$ cat config.mk
export PLATFORM = sky130hd
export DESIGN_NAME = nerv_mem_arbiter_flat
export DESIGN_NICKNAME = d
export VERILOG_FILES = /design/src/rtl/nerv_mem_arbiter_if.sv /design/src/rtl/nerv_mem_arbiter.sv /design/src/flat_wrapper.sv
export SDC_FILE = /design/constraint.sdc
export NUM_CORES = 1
export LEC_CHECK = 0
export BUFFER_PORTS_ARGS = -buffer_cell sky130_fd_sc_hd__clkbuf_2
export CORE_AREA = 4 4 82 84
export DETAILED_ROUTE_END_ITERATION = 8
export DIE_AREA = 0 0 86 88
export PLACE_DENSITY = 0.65
export SLEW_MARGIN = 0
export SYNTH_ARGS = -nofsm -noshare
export SYNTH_HDL_FRONTEND = slang
export SYNTH_SLANG_ARGS = --single-unit
$ cat constraint.sdc
create_clock -name clock -period 2.35 [get_ports clock]
set_input_delay 0.47 -clock clock [delete_from_list [all_inputs] [get_ports clock]]
set_output_delay 0.47 -clock clock [all_outputs]
set_load 0.02 [all_outputs]
$ cat src/rtl/nerv_mem_arbiter_if.sv
// Bundle of the I, D and memory-side signals around the arbiter.
// slave is the arbiter's view; master is the core/SPRAM view.
interface nerv_mem_arbiter_if #(
  parameter int ADDR_W = 14
);
  logic              i_req;
  logic [ADDR_W-1:0] i_addr;
  logic              i_ack;
  logic [31:0]       i_rdata;
  logic              d_req;
  logic [ADDR_W-1:0] d_addr;
  logic [3:0]        d_wstrb;
  logic [31:0]       d_wdata;
  logic              d_ack;
  logic [31:0]       d_rdata;
  logic              mem_en;
  logic [ADDR_W-1:0] mem_addr;
  logic [3:0]        mem_wstrb;
  logic [31:0]       mem_wdata;
  logic [31:0]       mem_rdata;

  modport slave (
    input  i_req, i_addr,
    input  d_req, d_addr, d_wstrb, d_wdata,
    input  mem_rdata,
    output i_ack, i_rdata,
    output d_ack, d_rdata,
    output mem_en, mem_addr,
    output mem_wstrb, mem_wdata
  );

  modport master (
    output i_req, i_addr,
    output d_req, d_addr, d_wstrb, d_wdata,
    output mem_rdata,
    input  i_ack, i_rdata,
    input  d_ack, d_rdata,
    input  mem_en, mem_addr,
    input  mem_wstrb, mem_wdata
  );
endinterface

$ cat src/rtl/nerv_mem_arbiter.sv
// Single-port SPRAM arbiter for the NERV I and D ports.
// D has priority; a D burst limit bounds I starvation.
module nerv_mem_arbiter #(
  parameter int ADDR_W      = 14,
  parameter int MAX_D_BURST = 4
) (
  input logic               clock,
  input logic               reset,
  nerv_mem_arbiter_if.slave bus
);

  typedef enum logic [1:0] {
    RESP_NONE = 2'd0,
    RESP_I    = 2'd1,
    RESP_D    = 2'd2
  } resp_e;

  localparam logic [3:0] RUN_MAX = 4'(MAX_D_BURST);

  resp_e             resp_q;
  resp_e             resp_d;
  logic [3:0]        d_run_q;
  logic [3:0]        d_run_d;
  logic              grant_d;
  logic              grant_i;
  logic              burst_full;
  logic [ADDR_W-1:0] addr_sel;

  assign burst_full = bus.i_req & (d_run_q == RUN_MAX);

  // No grant can be issued while reset is held.
  always_comb begin
    grant_d = 1'b0;
    grant_i = 1'b0;
    if (!reset) begin
      grant_d = bus.d_req & ~burst_full;
      grant_i = bus.i_req & ~grant_d;
    end
  end

  always_comb begin
    addr_sel = bus.i_addr;
    if (grant_d) begin
      addr_sel = bus.d_addr;
    end
  end

  assign bus.mem_en    = grant_d | grant_i;
  assign bus.mem_addr  = addr_sel;
  assign bus.mem_wstrb = grant_d ? bus.d_wstrb : 4'h0;
  assign bus.mem_wdata = bus.d_wdata;

  always_comb begin
    resp_d  = RESP_NONE;
    d_run_d = d_run_q;
    unique case (1'b1)
      grant_d: resp_d = RESP_D;
      grant_i: resp_d = RESP_I;
      default: resp_d = RESP_NONE;
    endcase
    if (grant_d && bus.i_req) begin
      if (d_run_q != RUN_MAX) begin
        d_run_d = d_run_q + 4'd1;
      end
    end else if (grant_i || !bus.i_req) begin
      d_run_d = 4'd0;
    end
  end

  always_ff @(posedge clock) begin
    if (reset) begin
      resp_q  <= RESP_NONE;
      d_run_q <= 4'd0;
    end else begin
      resp_q  <= resp_d;
      d_run_q <= d_run_d;
    end
  end

  assign bus.i_ack   = (resp_q == RESP_I);
  assign bus.d_ack   = (resp_q == RESP_D);
  assign bus.i_rdata = bus.i_ack ? bus.mem_rdata : 32'h0;
  assign bus.d_rdata = bus.d_ack ? bus.mem_rdata : 32'h0;

endmodule

$ cat src/flat_wrapper.sv
// flat-port wrapper written by rule: the top's interface ports become plain ports
module nerv_mem_arbiter_flat 
#(
  parameter int ADDR_W      = 14,
  parameter int MAX_D_BURST = 4
)
  (clock, reset, bus_i_req, bus_i_addr, bus_d_req, bus_d_addr, bus_d_wstrb, bus_d_wdata, bus_mem_rdata, bus_i_ack, bus_i_rdata, bus_d_ack, bus_d_rdata, bus_mem_en, bus_mem_addr, bus_mem_wstrb, bus_mem_wdata);
  nerv_mem_arbiter_if #(.ADDR_W(ADDR_W)) bus_i ();
  input logic clock;
  input logic reset;
  input wire logic [$bits(bus_i.i_req)-1:0] bus_i_req;
  input wire logic [$bits(bus_i.i_addr)-1:0] bus_i_addr;
  input wire logic [$bits(bus_i.d_req)-1:0] bus_d_req;
  input wire logic [$bits(bus_i.d_addr)-1:0] bus_d_addr;
  input wire logic [$bits(bus_i.d_wstrb)-1:0] bus_d_wstrb;
  input wire logic [$bits(bus_i.d_wdata)-1:0] bus_d_wdata;
  input wire logic [$bits(bus_i.mem_rdata)-1:0] bus_mem_rdata;
  output wire logic [$bits(bus_i.i_ack)-1:0] bus_i_ack;
  output wire logic [$bits(bus_i.i_rdata)-1:0] bus_i_rdata;
  output wire logic [$bits(bus_i.d_ack)-1:0] bus_d_ack;
  output wire logic [$bits(bus_i.d_rdata)-1:0] bus_d_rdata;
  output wire logic [$bits(bus_i.mem_en)-1:0] bus_mem_en;
  output wire logic [$bits(bus_i.mem_addr)-1:0] bus_mem_addr;
  output wire logic [$bits(bus_i.mem_wstrb)-1:0] bus_mem_wstrb;
  output wire logic [$bits(bus_i.mem_wdata)-1:0] bus_mem_wdata;
  assign bus_i.i_req = bus_i_req;
  assign bus_i.i_addr = bus_i_addr;
  assign bus_i.d_req = bus_d_req;
  assign bus_i.d_addr = bus_d_addr;
  assign bus_i.d_wstrb = bus_d_wstrb;
  assign bus_i.d_wdata = bus_d_wdata;
  assign bus_i.mem_rdata = bus_mem_rdata;
  assign bus_i_ack = bus_i.i_ack;
  assign bus_i_rdata = bus_i.i_rdata;
  assign bus_d_ack = bus_i.d_ack;
  assign bus_d_rdata = bus_i.d_rdata;
  assign bus_mem_en = bus_i.mem_en;
  assign bus_mem_addr = bus_i.mem_addr;
  assign bus_mem_wstrb = bus_i.mem_wstrb;
  assign bus_mem_wdata = bus_i.mem_wdata;
  nerv_mem_arbiter #(.ADDR_W(ADDR_W), .MAX_D_BURST(MAX_D_BURST)) u_core (.clock(clock), .reset(reset), .bus(bus_i));
endmodule
==> flow_summary.rst, run 1 <==
.. list-table::
   :header-rows: 1

   * - Metric
     - Value
   * - Outcome
     - finished clean
   * - Relative slew slack
     - 83.35%
   * - Largest fanout of any net on the critical path
     - 15
   * - Post-synthesis sequential area ratio
     - 10.26%
   * - Fin Setup TNS
     - 0 ns
   * - Die area
     - 7568 sq um
   * - Number of buffers on the longest clock path
     - 2
   * - Final setup viols
     - 0
   * - CTS Hold Bufs
     - 0
   * - Share of flip-flops with an asynchronous set or reset after synthesis
     - 0%
   * - Antenna violations before repair
     - 0
   * - Critical setup path kind
     - flip-flop to output port
   * - Depth of the most critical reg-to-reg path
     - 5
   * - Maximum clock rate
     - 0.4473 GHz
   * - Starting Density
     - 19.78%
   * - DIE WIDTH
     - 86 um
   * - Layout overhead on the synthesized area
     - 56.41%
   * - Placed cell count
     - 344
   * - Startpoint type of the worst setup path
     - flip-flop
   * - Vias in the first global route
     - 1,285
   * - TritonCTS clock tree
     - built
   * - Worst-margin pin slew
     - 0.2497 ns
   * - Chip Height
     - 88 um
   * - Vias per cell
     - 3.920
   * - Maximum number of pins on one net before global-route repair
     - 34
   * - Final max-slew violation count
     - 0
   * - Syn_nets
     - 256
   * - Worst min-delay path startpoint
     - reset
   * - Count of buffers added by post-CTS timing repair for setup
     - 2
   * - Root buffer selected by CTS
     - clkbuf_8
   * - Launching element of the worst setup path
     - u_core.d_run_q[0]$_SDFFE_PP0P_
   * - Max-cap check violation count
     - 0
   * - Antenna Cells
     - 0
   * - Hold path depth
     - 2
   * - Routability-driven placement congestion ratio
     - 0.6397
   * - Flip-flop and latch count after synthesis
     - 6
   * - Overall via count from detail_route
     - 1,368
   * - # nets final
     - 378
   * - Area of the mapped netlist
     - 1171 sq um
   * - Final Hold Fails
     - 0
   * - Wire length per cell
     - 11.62 um
   * - Number of enable flip-flop cells after synthesis
     - 0
   * - Overflow after GRT
     - 0
   * - Aggregate routed wire length
     - 4.054 mm
   * - Clock period minus final worst setup slack
     - 2.236 ns
   * - Skew final
     - 0.0007929 ns
   * - Avg Synthesized Cell Area
     - 7.605 sq um
   * - Post-cts resize count
     - 0
   * - Detail Route Antenna Nets
     - 0
   * - Fill cells
     - 640
   * - Endpoint of the worst-slack reg-to-reg timing path
     - u_core.d_run_q[1]$_SDFFE_PP0P_
   * - Fraction of final layout cells with drive strength greater than 1
     - 64.60%
   * - Port Buffers
     - 152
   * - Register area
     - 120.1 sq um
   * - Overall fraction of global-route tracks in use
     - 9.401%
   * - Min-delay worst type
     - input port to flip-flop
   * - Count of different cell masters after synthesis
     - 19
   * - Global-route wire length before repair
     - 5.796 mm
   * - Most frequent cells in the layout
     - clkbuf_2, and2_1, nor2_1
   * - Filler-free cell count of the finished design
     - 349
   * - Detailed router's first-iteration violation count
     - 23
   * - Depth of the CTS H-tree
     - 1
   * - Max rail drop VDD
     - 348.5 uV
   * - P per Cell Area
     - 292.5 nW/um^2
   * - Core footprint
     - 5921 sq um
   * - Reg clk slew, reported paths
     - 0.03 ns
   * - Setup repair after global routing missed its margin
     - false
   * - Commonest non-fill, non-tap cell in the layout
     - clkbuf_2
   * - DP Wirelength
     - 3.614 mm
   * - Kind of end point of the critical path
     - output port
   * - Leakage dissipation
     - 0.001124 uW
   * - Area taken by multi-input logic gates
     - 739.5 sq um
   * - Clock latency at the later pin of the worst-skew pair
     - 0.22 ns
   * - Data arrival time of the critical path
     - 1.77 ns
   * - Number of remaining DRC errors
     - 0
   * - Register-to-register setup slack
     - 1.22 ns
   * - Gate count of the mapped netlist
     - 154
   * - Destination of the worst hold path
     - u_core.resp_q[0]$_SDFF_PP0_
   * - Yosys warns
     - 0
   * - TritonCTS Buffers
     - 3
   * - Sum of internal, switching and leakage power
     - 535.8 uW
   * - Worst flop-to-flop path startpoint
     - u_core.d_run_q[0]$_SDFFE_PP0P_
   * - Share of the clock period used by the worst path
     - 95.13%
   * - Number of primary I/O pins
     - 217
   * - Most used flip-flop cell after synthesis
     - dfxtp_1
   * - Detailed Routing Iterations Pass 1
     - 3
   * - Clock sink count
     - 6
   * - Critical Path RT
     - 1.88 ns
   * - Site Rows
     - 28
==> cell usage after synthesis, types with 2 or more instances <==
library cell / count / area (sq um)
buf_4: 32 / 240.2
mux2_2: 9 / 101.4
mux2_4: 5 / 75.07
and2_1: 64 / 400.4
inv_1: 9 / 33.78
ha_1: 2 / 25.02
nor2b_1: 2 / 12.51
nor2_1: 10 / 37.54
clkbuf_1: 6 / 22.52
dfxtp_1: 6 / 120.1
==> worst max-delay path, stage by stage, from the launching register on <==
cell and delay [ns]:
dfxtp_1 0.32, inv_1 0.06, ha_1 0.19, nand3b_4 0.11, o21ai_4 0.19, buf_12 0.17, mux2_2 0.34, clkbuf_2 0.15
==> stage by stage <==
| step | cell area (sq um) | utilization [%] | hold WS (ns) | setup slack [ns] |
|---|---|---|---|---|
| floorplan | 1171 | - | 0.4300 | 0.4514 |
| global placement | 1763 | 29.78 | 0.4437 | 0.1791 |
| detailed placement | 1763 | 29.78 | 0.4573 | 0.09701 |
| CTS | 1832 | 30.94 | 0.4467 | 0.08902 |
| global route | 1832 | 30.94 | 0.4528 | 0.03071 |
| finish | 1832 | 30.94 | 0.4540 | 0.1144 |
==> area by class of cell <==
cell class	instances	share of cell area, %
inverter	9	1.844
clock buffer	3	2.254
multi-input combinational	100	40.37
sequential	6	6.557
tap	75	5.123
timing repair buffer	156	43.85
==> sequential cells by signal (all words and copies together) (netlist names) <==
signal and cells:
u_core.resp_q 2, u_core.d_run_q 4
==> layer usage <==
metal	routed length, um	GRT usage (%)
met1	1392	10.12
met5	0	0
met3	761	6.021
met2	1889	15.77
met4	12	1.727
==> cells by family (layout without fill, tap and decap cells) <==
group	Yosys count	in the layout	share of synthesized area, %
buffers and inverters	48	168	27.03
xor gates and xnor gates	2	2	1.496
and+or+nand+nor	80	80	41.99
AOI/OAI and AO/OA	2	2	2.031
DFF	6	6	10.26
muxes	14	14	15.06
adders and majority gates	2	2	2.136
==> how the worst max path moves through the flow <==
stage | end
after floorplan | bus_mem_addr[0]
after global placement | bus_mem_addr[10]
after detailed placement | bus_mem_addr[9]
after CTS | bus_mem_addr[10]
after global routing | bus_mem_addr[13]
final | bus_mem_addr[10]
==> power breakdown <==
part	internal, uW	leakage, uW	switching (uW)	total, uW
Clock	110	0.0000216	39.3	149
Combinational	126	0.00105	154	280
Sequential	105	0.0000489	1.68	107
Total	341	0.00112	195	536
(Power assumes the default switching activity.)
==> run 2: changes to the inputs <==
--- a/config.mk
+++ b/config.mk
@@ -10,6 +10,7 @@
 export DETAILED_ROUTE_END_ITERATION = 8
 export DIE_AREA = 0 0 86 88
 export PLACE_DENSITY = 0.65
+export RECOVER_POWER = 100
 export SLEW_MARGIN = 0
 export SYNTH_ARGS = -nofsm -noshare
 export SYNTH_HDL_FRONTEND = slang
==> run 2 against run 1 <==
Net effect:
- clock skew stayed put
- sequential cell count stayed put
- worst setup slack worse by 0.021 ns
- clock power hardly changed
- final cell count stayed put
- wire length is 2.1% higher
==> flow_summary.rst, run 2 (synthesis gave the netlist of run 1 again) <==
.. list-table::
   :header-rows: 1

   * - Metric
     - Value
   * - Post-cts resize count
     - 0 (unchanged)
   * - Wire length per cell
     - 11.86 um (+2.1%)
   * - Fraction of final layout cells with drive strength greater than 1
     - 47.81% (-17 points)
   * - DP Wirelength
     - 3.614 mm (unchanged)
   * - Port Buffers
     - 152 (unchanged)
   * - Antenna Cells
     - 0 (unchanged)
   * - Number of primary I/O pins
     - 217 (unchanged)
   * - Fin Setup TNS
     - 0 ns (unchanged)
   * - Detail Route Antenna Nets
     - 0 (unchanged)
   * - Maximum number of pins on one net before global-route repair
     - 34 (unchanged)
   * - P per Cell Area
     - 297.9 nW/um^2 (+1.8%)
   * - Sum of internal, switching and leakage power
     - 523.7 uW (-2.3%)
   * - Site Rows
     - 28 (unchanged)
   * - Fill cells
     - 678 (+5.9%)
   * - Cell Chain, Critical Path
     - inv_1 -> ha_1 -> nand3b_4 -> o21ai_4 -> buf_12 -> mux2_2 -> clkbuf_2
   * - Final core area utilization
     - 29.69% (-1.2 points)
   * - Commonest non-fill, non-tap cell in the layout
     - clkbuf_2
   * - # nets final
     - 378 (unchanged)
   * - Worst-margin pin slew
     - 0.5021 ns (+0.2524 ns)
   * - TritonCTS Buffers
     - 3 (unchanged)
   * - Register containing the most flip-flops in the final layout
     - u_core.d_run_q
   * - Overall fraction of global-route tracks in use
     - 9.401% (unchanged)
   * - Largest registers in the final layout
     - u_core.d_run_q: 4 flops, u_core.resp_q: 2 flops
   * - Cell with the largest stage delay on the worst path
     - mux2_2
   * - Clock latency at the later pin of the worst-skew pair
     - 0.22 ns (about the same)
   * - Global-route wire length before repair
     - 5.796 mm (unchanged)
   * - Number of remaining DRC errors
     - 0 (unchanged)
   * - Antenna violations before repair
     - 0 (unchanged)
   * - Maximum clock rate
     - 0.4432 GHz (-0.92%)
   * - Overflow after GRT
     - 0 (unchanged)
   * - Kind of end point of the critical path
     - output port
   * - Core footprint
     - 5921 sq um (unchanged)
   * - Routability-driven placement congestion ratio
     - 0.6397 (unchanged)
   * - Relative slew slack
     - 66.53% (-17 points)
   * - Buffers & Inverters on Critical Path
     - 3 (unchanged)
   * - Depth of the CTS H-tree
     - 1 (unchanged)
   * - Reg clk slew, reported paths
     - 0.03 ns (about the same)
   * - Largest fanout of any net on the critical path
     - 15 (unchanged)
   * - Startpoint type of the worst setup path
     - flip-flop
   * - Final max-slew violation count
     - 0 (unchanged)
   * - Layout overhead on the synthesized area
     - 50.11%
   * - Top Family by Delay on Critical Path
     - buffers and inverters
   * - Clock period minus final worst setup slack
     - 2.256 ns (+0.02083 ns)
   * - Vias in the first global route
     - 1,285 (unchanged)
   * - Die area
     - 7568 sq um (unchanged)
   * - Final Hold Fails
     - 0 (unchanged)
   * - Detailed router's first-iteration violation count
     - 22 (-4.3%)
   * - Critical Path RT
     - 1.88 ns (about the same)
   * - Starting Density
     - 19.78% (unchanged)
   * - Max-cap check violation count
     - 0 (unchanged)
   * - Leakage dissipation
     - 0.0009337 uW (-17%)
   * - Critical setup path kind
     - flip-flop to output port
   * - TritonCTS clock tree
     - built
   * - Clock sink count
     - 6 (unchanged)
   * - Min-delay worst type
     - input port to flip-flop
   * - DIE WIDTH
     - 86 um (unchanged)
   * - Root buffer selected by CTS
     - clkbuf_8
   * - Chip Height
     - 88 um (unchanged)
   * - Skew final
     - 0.0007929 ns (unchanged)
   * - Vias per cell
     - 3.926 (+0.15%)
   * - Detailed Routing Iterations Pass 1
     - 3 (unchanged)
   * - Worst stage delay on the critical path
     - 0.36 ns (+0.02 ns)
   * - Data arrival time of the critical path
     - 1.79 ns (+0.02 ns)
   * - Aggregate routed wire length
     - 4.139 mm (+2.1%)
   * - Max rail drop VDD
     - 348.4 uV (about the same)
   * - Outcome
     - finished clean
   * - Max FFs per register
     - 4 (unchanged)
   * - Final setup viols
     - 0 (unchanged)
   * - Most frequent cells in the layout
     - clkbuf_2, clkbuf_1, and2_1
   * - Setup repair after global routing missed its margin
     - false
   * - Number of buffers on the longest clock path
     - 2 (unchanged)
   * - Overall via count from detail_route
     - 1,370 (+0.15%)
   * - Share of the clock period used by the worst path
     - 96.02% (+0.89 points)
==> run 2: changes by cell type in the layout (fill, tap and decap cells not counted), sizes merged <==
cell    delta
clkbuf     +2
buf        -2
==> run 2: where the power goes <==
part / switching (uW) / leakage, uW / internal [uW] / total, uW
clock: 39.3 / 0.0000216 / 110 / 149
sequential: 1.68 / 0.0000489 / 105 / 107
combinational: 154 / 0.000863 / 114 / 268
total: 195 / 0.000934 / 328 / 524
==> run 2: final timing paths <==
| kind | slack (ns) | from | cells past startpoint | endpoint |
|---|---|---|---|---|
| min reg2reg | 0.46 | u_core.d_run_q[0]$_SDFFE_PP0P_ | 1 | u_core.d_run_q[0]$_SDFFE_PP0P_ |
| min | 0.45 | reset | 2 | u_core.resp_q[0]$_SDFF_PP0_ |
| max reg2reg | 1.22 | u_core.d_run_q[0]$_SDFFE_PP0P_ | 5 | u_core.d_run_q[1]$_SDFFE_PP0P_ |
| max | 0.09 | u_core.d_run_q[0]$_SDFFE_PP0P_ | 7 | bus_mem_addr[1] |
==> run 2: metal layers <==
metal  routed length (um)  vias to the layer above  GRT usage (%)
met5                    0                        -              0
met4                   12                        0          1.727
met3                  792                        2          6.021
met2                 1869                      124          15.77
met1                 1465                      561          10.12
li1                     -                      683              -
==> run 2: final cells by class <==
class                      count  area (sq um)  area share, %
clock buffer                   3         41.29          2.349
inverter                       9         33.78          1.922
multi-input combinational    100         724.4          41.21
sequential                     6         120.1          6.833
tap                           75         93.84          5.338
timing repair buffer         156         744.5          42.35
==> run 2: stage by stage <==
stage	setup slack (ns)	instance area (sq um)	hold slack, ns	cells
floorplan	0.4514	1171	0.4300	154
global placement	0.1791	1763	0.4437	344
finish	0.09358	1758	0.4540	349
global route	0.02255	1758	0.4528	349
CTS	0.08902	1832	0.4467	349
detailed placement	0.09701	1763	0.4573	344
==> run 2: repair_timing <==
action                                  in CTS  in global routing
endpoints found under the setup margin      14                  0
buffers inserted                             2                  0
hold buffers                                 0                  0
==> run 3: changes to the inputs <==
--- a/config.mk
+++ b/config.mk
@@ -7,6 +7,7 @@
 export LEC_CHECK = 0
 export BUFFER_PORTS_ARGS = -buffer_cell sky130_fd_sc_hd__clkbuf_2
 export CORE_AREA = 4 4 82 84
+export CTS_BUF_LIST = sky130_fd_sc_hd__clkbuf_4
 export DETAILED_ROUTE_END_ITERATION = 8
 export DIE_AREA = 0 0 86 88
 export PLACE_DENSITY = 0.65
==> run 3 against run 2 <==
Net effect:
- register-to-register slack about the same
- highest routed layer unchanged
- combinational power increased by 4%
- power decreased by 8.6%
- sequential share of layout area decreased by 0.16 points
- die area unchanged
- first-iteration DRC count decreased by 18%
- global-route usage unchanged
- critical path type unchanged
- clock skew about the same
- non-clock buffer count increased by 2
- critical path depth unchanged
- utilization increased by 0.72 points
- fmax increased by 0.58%
==> flow_summary.rst, run 3 (synthesis gave the netlist of run 1 again) <==
.. list-table::
   :header-rows: 1

   * - Metric
     - Value
   * - Critical setup path kind
     - flip-flop to output port
   * - Register-to-register setup slack
     - 1.23 ns (about the same)
   * - Setup repair after global routing missed its margin
     - false
   * - Global-route wire length before repair
     - 5.809 mm (+0.22%)
   * - Sum of internal, switching and leakage power
     - 478.7 uW (-8.6%)
   * - Register area
     - 120.1 sq um (unchanged)
   * - Fill cells
     - 670 (-1.2%)
   * - Aggregate routed wire length
     - 4.223 mm (+2.0%)
   * - Overall fraction of global-route tracks in use
     - 9.401% (unchanged)
   * - Final core area utilization
     - 30.41% (+0.72 points)
   * - TritonCTS clock tree
     - built
   * - Combinational Power Share
     - 58.6% (+7.4 points)
   * - Net switching component of the power
     - 192.7 uW (-1.3%)
   * - Vias per cell
     - 3.954 (+0.74%)
   * - Launching element of the worst setup path
     - u_core.d_run_q[0]$_SDFFE_PP0P_
   * - Register containing the most flip-flops in the final layout
     - u_core.d_run_q
   * - Fraction of final layout cells with drive strength greater than 1
     - 50.72% (+2.9 points)
   * - Leakage dissipation
     - 0.0009679 uW (+3.7%)
   * - Clock share of power
     - 19.2% (-9.2 points)
   * - Skew final
     - 0.0004448 ns (-0.0003481 ns)
   * - Depth of the CTS H-tree
     - 1 (unchanged)
   * - Routability-driven placement congestion ratio
     - 0.6397 (unchanged)
   * - DIE WIDTH
     - 86 um (unchanged)
   * - Final max-slew violation count
     - 0 (unchanged)
   * - Detailed Routing Iterations Pass 1
     - 4 (+1)
   * - Clock period minus final worst setup slack
     - 2.243 ns (-0.01309 ns)
   * - Proportion of total power due to net switching
     - 40.26% (+3.0 points)
   * - Max rail drop VDD
     - 288.1 uV (-17%)
   * - Share of the clock period used by the worst path
     - 95.46% (-0.56 points)
   * - Internal Power
     - 286.0 uW (-13%)
   * - P per Cell Area
     - 265.9 nW/um^2 (-11%)
   * - Number of buffers on the longest clock path
     - 2 (unchanged)
   * - Starting Density
     - 19.78% (unchanged)
   * - Post-route standard cell area excluding fillers
     - 1800 sq um (+2.4%)
   * - Clock sink count
     - 6 (unchanged)
   * - Port Buffers
     - 152 (unchanged)
   * - Antenna Cells
     - 0 (unchanged)
   * - Die area
     - 7568 sq um (unchanged)
   * - Largest registers in the final layout
     - u_core.d_run_q: 4 flops, u_core.resp_q: 2 flops
   * - Max FFs per register
     - 4 (unchanged)
   * - Outcome
     - finished clean
   * - Critical Path RT
     - 1.88 ns (about the same)
   * - Placement Cell Area
     - 1763 sq um (unchanged)
   * - Worst flop-to-flop path startpoint
     - u_core.d_run_q[0]$_SDFFE_PP0P_
   * - Area taken by multi-input logic gates
     - 752.0 sq um (+3.8%)
   * - Maximum clock rate
     - 0.4458 GHz (+0.58%)
   * - # nets final
     - 380 (+0.53%)
   * - TritonCTS Buffers
     - 3 (unchanged)
   * - Final Hold Fails
     - 0 (unchanged)
   * - Startpoint type of the worst setup path
     - flip-flop
   * - Clock latency at the later pin of the worst-skew pair
     - 0.24 ns (+0.02 ns)
   * - DP Wirelength
     - 3.614 mm (unchanged)
   * - Core footprint
     - 5921 sq um (unchanged)
   * - Final setup viols
     - 0 (unchanged)
   * - Detailed router's first-iteration violation count
     - 18 (-18%)
   * - Root buffer selected by CTS
     - clkbuf_4
   * - Antenna violations before repair
     - 0 (unchanged)
   * - Reg clk slew, reported paths
     - 0.04 ns (about the same)
   * - Relative slew slack
     - 67.25% (+0.72 points)
   * - Worst-margin pin slew
     - 0.4913 ns (-0.01079 ns)
   * - Data arrival time of the critical path
     - 1.77 ns (-0.02 ns)
   * - Layout overhead on the synthesized area
     - 53.74%
   * - Vias in the first global route
     - 1,296 (+0.86%)
   * - Chip Height
     - 88 um (unchanged)
   * - Wire length per cell
     - 12.03 um (+1.4%)
   * - Most frequent cells in the layout
     - clkbuf_2, clkbuf_1, and2_1
   * - Site Rows
     - 28 (unchanged)
   * - Largest fanout of any net on the critical path
     - 7 (-8)
   * - Overall via count from detail_route
     - 1,388 (+1.3%)
   * - Reg power frac
     - 22.3% (+1.9 points)
   * - Overflow after GRT
     - 0 (unchanged)
   * - Maximum number of pins on one net before global-route repair
     - 34 (unchanged)
   * - Max-cap check violation count
     - 0 (unchanged)
   * - Fin Setup TNS
     - 0 ns (unchanged)
   * - Number of remaining DRC errors
     - 0 (unchanged)
   * - Worst min-delay path startpoint
     - reset
   * - Detail Route Antenna Nets
     - 0 (unchanged)
   * - Kind of end point of the critical path
     - output port
   * - Number of primary I/O pins
     - 217 (unchanged)
   * - Commonest non-fill, non-tap cell in the layout
     - clkbuf_2
   * - Min-delay worst type
     - input port to flip-flop
-- run 3: changes by cell type in the layout (fill, tap and decap cells not counted) --
cell       delta
buf_4         +1
clkbuf_1      -1
clkbuf_16     +1
clkbuf_2      +1
clkbuf_4      +3
clkbuf_8      -3
ha_1          -1
ha_4          +1
inv_1         -2
inv_2         +2
mux2_1        -3
mux2_2        -1
mux2_4        +4
-- run 3: power by group through the flow --
stage          Combinational (uW)  Clock [uW]  Sequential [uW]
2_1_floorplan                 236           0              108
3_3_place_gp                  276           0              108
3_5_place_dp                  279           0              108
4_1_cts                       285        96.7              106
5_1_grt                       305         102              107
6_report                      280        91.8              107
-- run 3: path summary, 6_finish.rpt --
path                                                       end  cells after the start
worst max-delay path                           bus_mem_addr[4]                      7
worst min register to register  u_core.d_run_q[0]$_SDFFE_PP0P_                      1
worst max register to register     u_core.resp_q[1]$_SDFF_PP0_                      6
worst min-delay path               u_core.resp_q[0]$_SDFF_PP0_                      2
-- run 3: per-stage QoR --
stage / hold WS, ns / cells / worst slack [ns]
2_1_floorplan: 0.4300 / 154 / 0.4514
3_3_place_gp: 0.4437 / 344 / 0.1791
3_5_place_dp: 0.4573 / 344 / 0.09701
4_1_cts: 0.4191 / 349 / 0.06031
5_1_grt: 0.4251 / 351 / 0.01614
6_report: 0.4315 / 351 / 0.1067
-- run 3: layout make-up --
type | instances | share of cell area, %
clock buffers | 3 | 1.251
inverters | 9 | 1.876
multi-input cells | 100 | 41.77
flip-flops and latches | 6 | 6.671
well taps | 75 | 5.212
repair buffers | 158 | 43.22
-- run 3: metal layers --
layer / vias up / global-route usage [%] / part of all wire (%)
met5: - / 0 / 0
met4: 0 / 1.727 / 0.28
met3: 2 / 6.021 / 19
met2: 122 / 16.33 / 47
met1: 575 / 9.672 / 35
li1: 689 / - / -
-- run 3: critical path: stages (launching register included) --
cell       delay, ns
dfxtp_1         0.34
inv_2           0.07
ha_4            0.13
nand3b_4        0.09
o21ai_4         0.22
clkbuf_16       0.20
mux2_2          0.32
clkbuf_2        0.15
-- run 3: what timing repair did --
item | CTS | global route
hold buffers | 0 | 0
endpoints found under the setup margin | 14 | 1
buffers inserted | 2 | 1
resized for setup | 0 | 5
cloned | 0 | 1
pin swaps | 1 | 2
